[src/rtl/aes_pkg.sv]
`default_nettype none
// ============================================================================
// Module      : aes_pkg
// Description : Shared ShiftRows constants, buffer state encodings, row-offset
//               table and NB legality check.
// Revision    : 1.0 - initial release
// ============================================================================
package aes_pkg;

    localparam logic C_MODE_FWD = 1'b0;
    localparam logic C_MODE_INV = 1'b1;

    typedef enum logic {
        BUF_EMPTY = 1'b0,
        BUF_FULL  = 1'b1
    } buf_state_t;

    typedef enum logic [1:0] {
        SKID_EMPTY = 2'd0,
        SKID_ONE   = 2'd1,
        SKID_TWO   = 2'd2
    } skid_state_t;

    function automatic bit nb_legal(input int nb);
        return (nb == 4) || (nb == 6) || (nb == 8);
    endfunction

    // Rijndael row rotation: the wide 256-bit block spreads rows 2 and 3 further.
    function automatic int row_off(input int nb, input int row);
        case (row)
            0:       return 0;
            1:       return 1;
            2:       return (nb == 8) ? 3 : 2;
            default: return (nb == 8) ? 4 : 3;
        endcase
    endfunction

endpackage
`default_nettype wire

[src/rtl/shift_rows_perm.sv]
`default_nettype none
// ============================================================================
// Module      : shift_rows_perm
// Description : Pure combinational (Inverse)ShiftRows byte permutation.
// Revision    : 1.0 - initial release
// ============================================================================
module shift_rows_perm
    import aes_pkg::*;
#(
    parameter int NB = 4
) (
    input  logic [32*NB-1:0] data,
    input  logic             inv,
    output logic [32*NB-1:0] result
);

    // Word c sits at the MSB end for c=0; row 0 is the top byte of each word.
    for (genvar c = 0; c < NB; c++) begin : g_col
        for (genvar r = 0; r < 4; r++) begin : g_row
            localparam int OFF   = row_off(NB, r);
            localparam int SRC_F = (c + OFF) % NB;
            localparam int SRC_I = (c - OFF + NB) % NB;
            localparam int DST   = 32*NB - 1 - 32*c - 8*r;
            localparam int BIT_F = 32*NB - 1 - 32*SRC_F - 8*r;
            localparam int BIT_I = 32*NB - 1 - 32*SRC_I - 8*r;

            assign result[DST -: 8] = (inv == C_MODE_INV) ? data[BIT_I -: 8]
                                                          : data[BIT_F -: 8];
        end
    end

endmodule
`default_nettype wire

[src/rtl/shift_rows_pipe.sv]
`default_nettype none
// ============================================================================
// Module      : shift_rows_pipe
// Description : One-stage valid/ready ShiftRows pipeline with transfer counter.
//               Define SHIFT_ROWS_SKID_EN for a two-entry skid buffer with a
//               registered in_ready.
// Revision    : 1.0 - initial release
// ============================================================================
module shift_rows_pipe
    import aes_pkg::*;
#(
    parameter int NB    = 4,
    parameter int CNT_W = 16
) (
    input  logic             clk,
    input  logic             rst,
    input  logic             in_valid,
    output logic             in_ready,
    input  logic             in_inv,
    input  logic [32*NB-1:0] in_data,
    output logic             out_valid,
    input  logic             out_ready,
    output logic [32*NB-1:0] out_data,
    output logic             out_inv,
    output logic [CNT_W-1:0] blk_cnt
);

    localparam int W = 32 * NB;

    if (!nb_legal(NB)) begin : g_nb_illegal
        $error("shift_rows_pipe: NB must be 4, 6 or 8");
    end

    logic [W-1:0]     w_perm;
    logic             w_accept;
    logic             w_xfer;
    logic [CNT_W-1:0] blk_cnt_q;

    shift_rows_perm #(.NB(NB)) u_perm (
        .data   (in_data),
        .inv    (in_inv),
        .result (w_perm)
    );

    assign w_accept = in_valid && in_ready;
    assign w_xfer   = out_valid && out_ready;

`ifdef SHIFT_ROWS_SKID_EN
    skid_state_t state_q, state_d;
    logic [W-1:0] head_q, head_d, skid_q, skid_d;
    logic         head_inv_q, head_inv_d, skid_inv_q, skid_inv_d;
    logic         rdy_q;

    always_ff @(posedge clk or posedge rst) begin
        if (rst) begin
            state_q    <= SKID_EMPTY;
            head_q     <= '0;
            skid_q     <= '0;
            head_inv_q <= C_MODE_FWD;
            skid_inv_q <= C_MODE_FWD;
            rdy_q      <= 1'b1;
        end else begin
            state_q    <= state_d;
            head_q     <= head_d;
            skid_q     <= skid_d;
            head_inv_q <= head_inv_d;
            skid_inv_q <= skid_inv_d;
            rdy_q      <= (state_d != SKID_TWO);
        end
    end

    always_comb begin
        state_d    = state_q;
        head_d     = head_q;
        skid_d     = skid_q;
        head_inv_d = head_inv_q;
        skid_inv_d = skid_inv_q;
        case (state_q)
            SKID_EMPTY: begin
                if (w_accept) begin
                    state_d    = SKID_ONE;
                    head_d     = w_perm;
                    head_inv_d = in_inv;
                end
            end
            SKID_ONE: begin
                if (w_accept && w_xfer) begin
                    head_d     = w_perm;
                    head_inv_d = in_inv;
                end else if (w_accept) begin
                    state_d    = SKID_TWO;
                    skid_d     = w_perm;
                    skid_inv_d = in_inv;
                end else if (w_xfer) begin
                    state_d = SKID_EMPTY;
                end
            end
            SKID_TWO: begin
                if (w_xfer) begin
                    state_d    = SKID_ONE;
                    head_d     = skid_q;
                    head_inv_d = skid_inv_q;
                end
            end
            default: state_d = SKID_EMPTY;
        endcase
    end

    // The flop alone would read 1 during reset; rst gates it low.
    assign in_ready  = rdy_q && !rst;
    assign out_valid = (state_q != SKID_EMPTY);
    assign out_data  = head_q;
    assign out_inv   = head_inv_q;
`else
    buf_state_t   state_q, state_d;
    logic [W-1:0] data_q;
    logic         inv_q;

    always_ff @(posedge clk or posedge rst) begin
        if (rst) begin
            state_q <= BUF_EMPTY;
            data_q  <= '0;
            inv_q   <= C_MODE_FWD;
        end else begin
            state_q <= state_d;
            if (w_accept) begin
                data_q <= w_perm;
                inv_q  <= in_inv;
            end
        end
    end

    always_comb begin
        state_d = state_q;
        case (state_q)
            BUF_EMPTY: if (w_accept)             state_d = BUF_FULL;
            BUF_FULL:  if (w_xfer && !w_accept)  state_d = BUF_EMPTY;
            default:                             state_d = BUF_EMPTY;
        endcase
    end

    assign out_valid = (state_q == BUF_FULL);
    assign in_ready  = !rst && (!out_valid || out_ready);
    assign out_data  = data_q;
    assign out_inv   = inv_q;
`endif

    always_ff @(posedge clk or posedge rst) begin
        if (rst) begin
            blk_cnt_q <= '0;
        end else if (w_xfer) begin
            blk_cnt_q <= blk_cnt_q + CNT_W'(1);
        end
    end

    assign blk_cnt = blk_cnt_q;

endmodule
`default_nettype wire

[config.mk]
export PLATFORM = sky130hd
export DESIGN_NAME = shift_rows_pipe
export DESIGN_NICKNAME = d
export VERILOG_FILES = /design/src/rtl/aes_pkg.sv /design/src/rtl/shift_rows_perm.sv /design/src/rtl/shift_rows_pipe.sv
export SDC_FILE = /design/constraint.sdc
export NUM_CORES = 1
export LEC_CHECK = 0
export ABC_AREA = 1
export ABC_CLOCK_PERIOD_IN_PS = 5500
export BUFFER_PORTS_ARGS = -buffer_cell sky130_fd_sc_hd__buf_2
export CAP_MARGIN = 5
export CORE_MARGIN = 1.5
export CORE_UTILIZATION = 49
export CTS_BUF_LIST = sky130_fd_sc_hd__clkbuf_8
export CTS_CLUSTER_SIZE = 20
export DETAILED_ROUTE_END_ITERATION = 8
export HOLD_SLACK_MARGIN = 0.12
export PLACE_DENSITY = 0.81
export RECOVER_POWER = 100
export SYNTH_ARGS = -nofsm -noshare
export SYNTH_HDL_FRONTEND = slang
export SYNTH_SLANG_ARGS = --single-unit
export TNS_END_PERCENT = 1
[constraint.sdc]
create_clock -name clk -period 5.5 [get_ports clk]
set_input_delay 0.275 -clock clk [delete_from_list [all_inputs] [get_ports clk]]
set_output_delay 0.275 -clock clk [all_outputs]
set_load 0.005 [all_outputs]
==> results summary <==
The setup-violating endpoint count in the final report came out at 0. The starting density of the core is 0.5085. The number of maximum-capacitance constraint violations is 1. The deepest level of the CTS H-tree is 4. The total routing usage reported by global routing is 0.2847. The maximum net fanout on the critical path came out at 95.

The number of antenna violations at the first check in global routing is 3. The area enclosed by the die boundary is 0.01401 mm^2. The number of DRC markers in iteration 0 is 421. Buffers placed on the I/O ports in this run total 279.

The post-CTS clock slew at the launch and capture registers of the worst setup and hold paths came out at 0.08 ns. The number of synthesis warnings came out at 0. The number of buffers added by the clock tree synthesis step came out at 17.

The via density per instance is 4.887. For this run, the top clock speed supported by timing is 0.2678 GHz. The number of pins exceeding their max-slew limit in the final report is 96. Relative to the synthesized area, the layout overhead comes to 35.38%. The number of ports placed on the die boundary came out at 280. The worst min-delay path category is in2reg. The top cell types in the final layout, fill and taps aside, are sky130_fd_sc_hd__nand2_1, sky130_fd_sc_hd__buf_2, sky130_fd_sc_hd__dfrtp_1, sky130_fd_sc_hd__clkbuf_1. The hold-fix buffer count after cts is 68. The run finished, with violations left. STA classifies the critical path startpoint as an input pin. The library cell used most frequently in the layout, excluding fill and tap cells, is sky130_fd_sc_hd__nand2_1. The buffer count from post-CTS setup fixing is 0. The fill cell total of the finished layout came out at 1,052.

The final hold slack came out at 0.1476 ns. The leakage power came out at 4.918 nW. Once routing completed, OpenROAD measured the worst setup slack at 1.766 ns. The worst setup path is captured at a flip-flop. The via count of the first global-routing pass came to 6,478. The number of standard cells in the final layout excluding fillers came out at 1,350. The DRC violations left is 0. The global-route wire length before repair came out at 31.27 mm.

The die is 118.4 um tall. The final-report hold violation count is 0. The placer's final routability congestion estimate is 0.8251. The total negative slack came out at 0 ns. The overall routed net length came out at 19.54 mm. The final critical path time including I/O delays and setup is 3.734 ns. The clock reaches the later pin of the worst-skew pair after 0.44 ns.

The placeable core region is 0.01282 mm^2. Setup repair after global routing left no endpoint under its margin. The synthesized area per cell is 7.810 um^2. The number of nets in the synthesized netlist is 969. The final reports fail on capacitance limit, slew limit. The sum of net half-perimeters after detailed placement is 12.18 mm.

The clock passes through at most 2 buffers. The average wire per standard cell is 14.47 um. The max-slew headroom at the worst pin is -0.2841. In the final design database the tool counted 1,297 nets. The die span in x came out at 118.4 um. The power density relative to cell area came out at 310.5 mW/mm^2. The fraction of the cycle the final worst path needs came out at 0.6790. The post-route antenna net violation count came out at 0. The count of mapped cells out of synthesis is 835. The root buffer cell is sky130_fd_sc_hd__clkbuf_8. In the final layout, the share of cells above drive strength 1 is 0.1828.

The count of placed standard cells including taps came out at 1,248. The largest net degree at the start of global routing is 96. The data required time of the worst path is 5.72 ns. At the pin with the least slew margin, the transition time is 1.926 ns. The iteration count of the initial detailed-routing pass is 6. The cell area that synthesis handed to floorplanning was 0.006521 mm^2. The worst-case IR drop observed on VDD is 262.8 uV. The worst setup path category is in2reg. The number of synthesized register bits came out at 146. Clock skew on the completed layout was measured at 0.007861 ns. The count of unique library cells instantiated by Yosys came out at 21. The clock tree from TritonCTS is built. The cell row count is 41. The pre-CTS setup slack came out at 3.030 ns. The critical path arrival is 3.96 ns. The total grt overflow came out at 0. The number of clock sinks seen by CTS is 146. The final route contains 6,598 vias.

For this run, the register share of the synthesized area comes to 0.5602. The number of gates resized after CTS was 0.
kinds of logic after synthesis:
kind of cell,after synthesis,synth area share
compound gates,69,0.05295
xor+xnor,7,0.009402
fa+ha+maj,1,0.001918
buf+inv,90,0.06811
flops,146,0.5602
simple gates,522,0.3074
cell usage after synthesis (all sizes together):
library cell,instances,area share
and2,1,0.00096
nand2,490,0.28
inv,48,0.028
clkbuf,9,0.0052
xor2,5,0.0067
buf,33,0.035
nand3b,2,0.0023
nand4,3,0.0029
dfrtp,146,0.56
nor2,20,0.013
xnor2,2,0.0027
nand3,6,0.0046
o21ai,69,0.053
ha,1,0.0019
metal layers:
layer | vias to the layer above | share of wire | wire [um] | global-route usage
li1 | 3188 | - | - | -
met1 | 3047 | 0.38 | 7498 | 0.3152
met2 | 284 | 0.49 | 9485 | 0.4731
met3 | 77 | 0.081 | 1591 | 0.1033
met4 | 2 | 0.048 | 947 | 0.1616
met5 | - | 0.00067 | 13 | 0
power by group:
group	leakage, nW	internal [W]	switching, W	total, W
clock	0.218	0.000420	0.000385	0.000805
combinational	2.87	0.000249	0.000325	0.000574
sequential	1.83	0.00125	0.000115	0.00136
flip-flops by register name (all words and copies together), names as in the netlist:
name	cells
out_valid	1
blk_cnt	16
out_data	128
out_inv	1
stage by stage:
stage | total power (W) | area (um^2) | utilization
finish | 0.002741 | 8828 | 0.6884
global route | 0.002898 | 8826 | 0.6882
CTS | 0.002776 | 8967 | 0.6992
detailed placement | 0.001933 | 7906 | 0.6165
global placement | 0.001917 | 7906 | 0.6165
floorplan | 0.001634 | 6521 | -
critical path, cell delays in order:
cell and delay [ns]:
sky130_fd_sc_hd__dlygate4sd3_1 0.54, sky130_fd_sc_hd__clkbuf_1 0.16, sky130_fd_sc_hd__nor2_2 0.12, sky130_fd_sc_hd__nor2_1 0.07, sky130_fd_sc_hd__nand2_1 0.96, sky130_fd_sc_hd__clkbuf_2 1.56, sky130_fd_sc_hd__o21ai_0 0.26
cell type report:
| type | count | area (um^2) | share of cell area |
|---|---|---|---|
| sequential | 146 | 3654 | 0.4138 |
| tap | 172 | 215.2 | 0.02438 |
| inverter | 48 | 187.7 | 0.02126 |
| clock inverter | 9 | 63.81 | 0.007228 |
| antenna | 2 | 5.005 | 0.0005669 |
| clock buffer | 23 | 316.6 | 0.03586 |
| timing repair buffer | 351 | 1981 | 0.2243 |
| multi-input combinational | 599 | 2406 | 0.2725 |
path summary, 6_finish.rpt:
kind | to | start | cells after the start | slack [ns]
setup / recovery | out_valid | out_ready | 7 | 1.77
hold / removal | out_data[115] | in_data[19] | 5 | 0.15
setup reg to reg | out_valid | out_valid | 6 | 1.92
hold reg to reg | out_data[115] | out_data[115] | 2 | 0.48
max in group asynchronous | out_data[11] | rst | 4 | 3.71
min in group asynchronous | out_data[99] | rst | 3 | 0.60
Note: power is estimated with default switching activity, not from simulation.
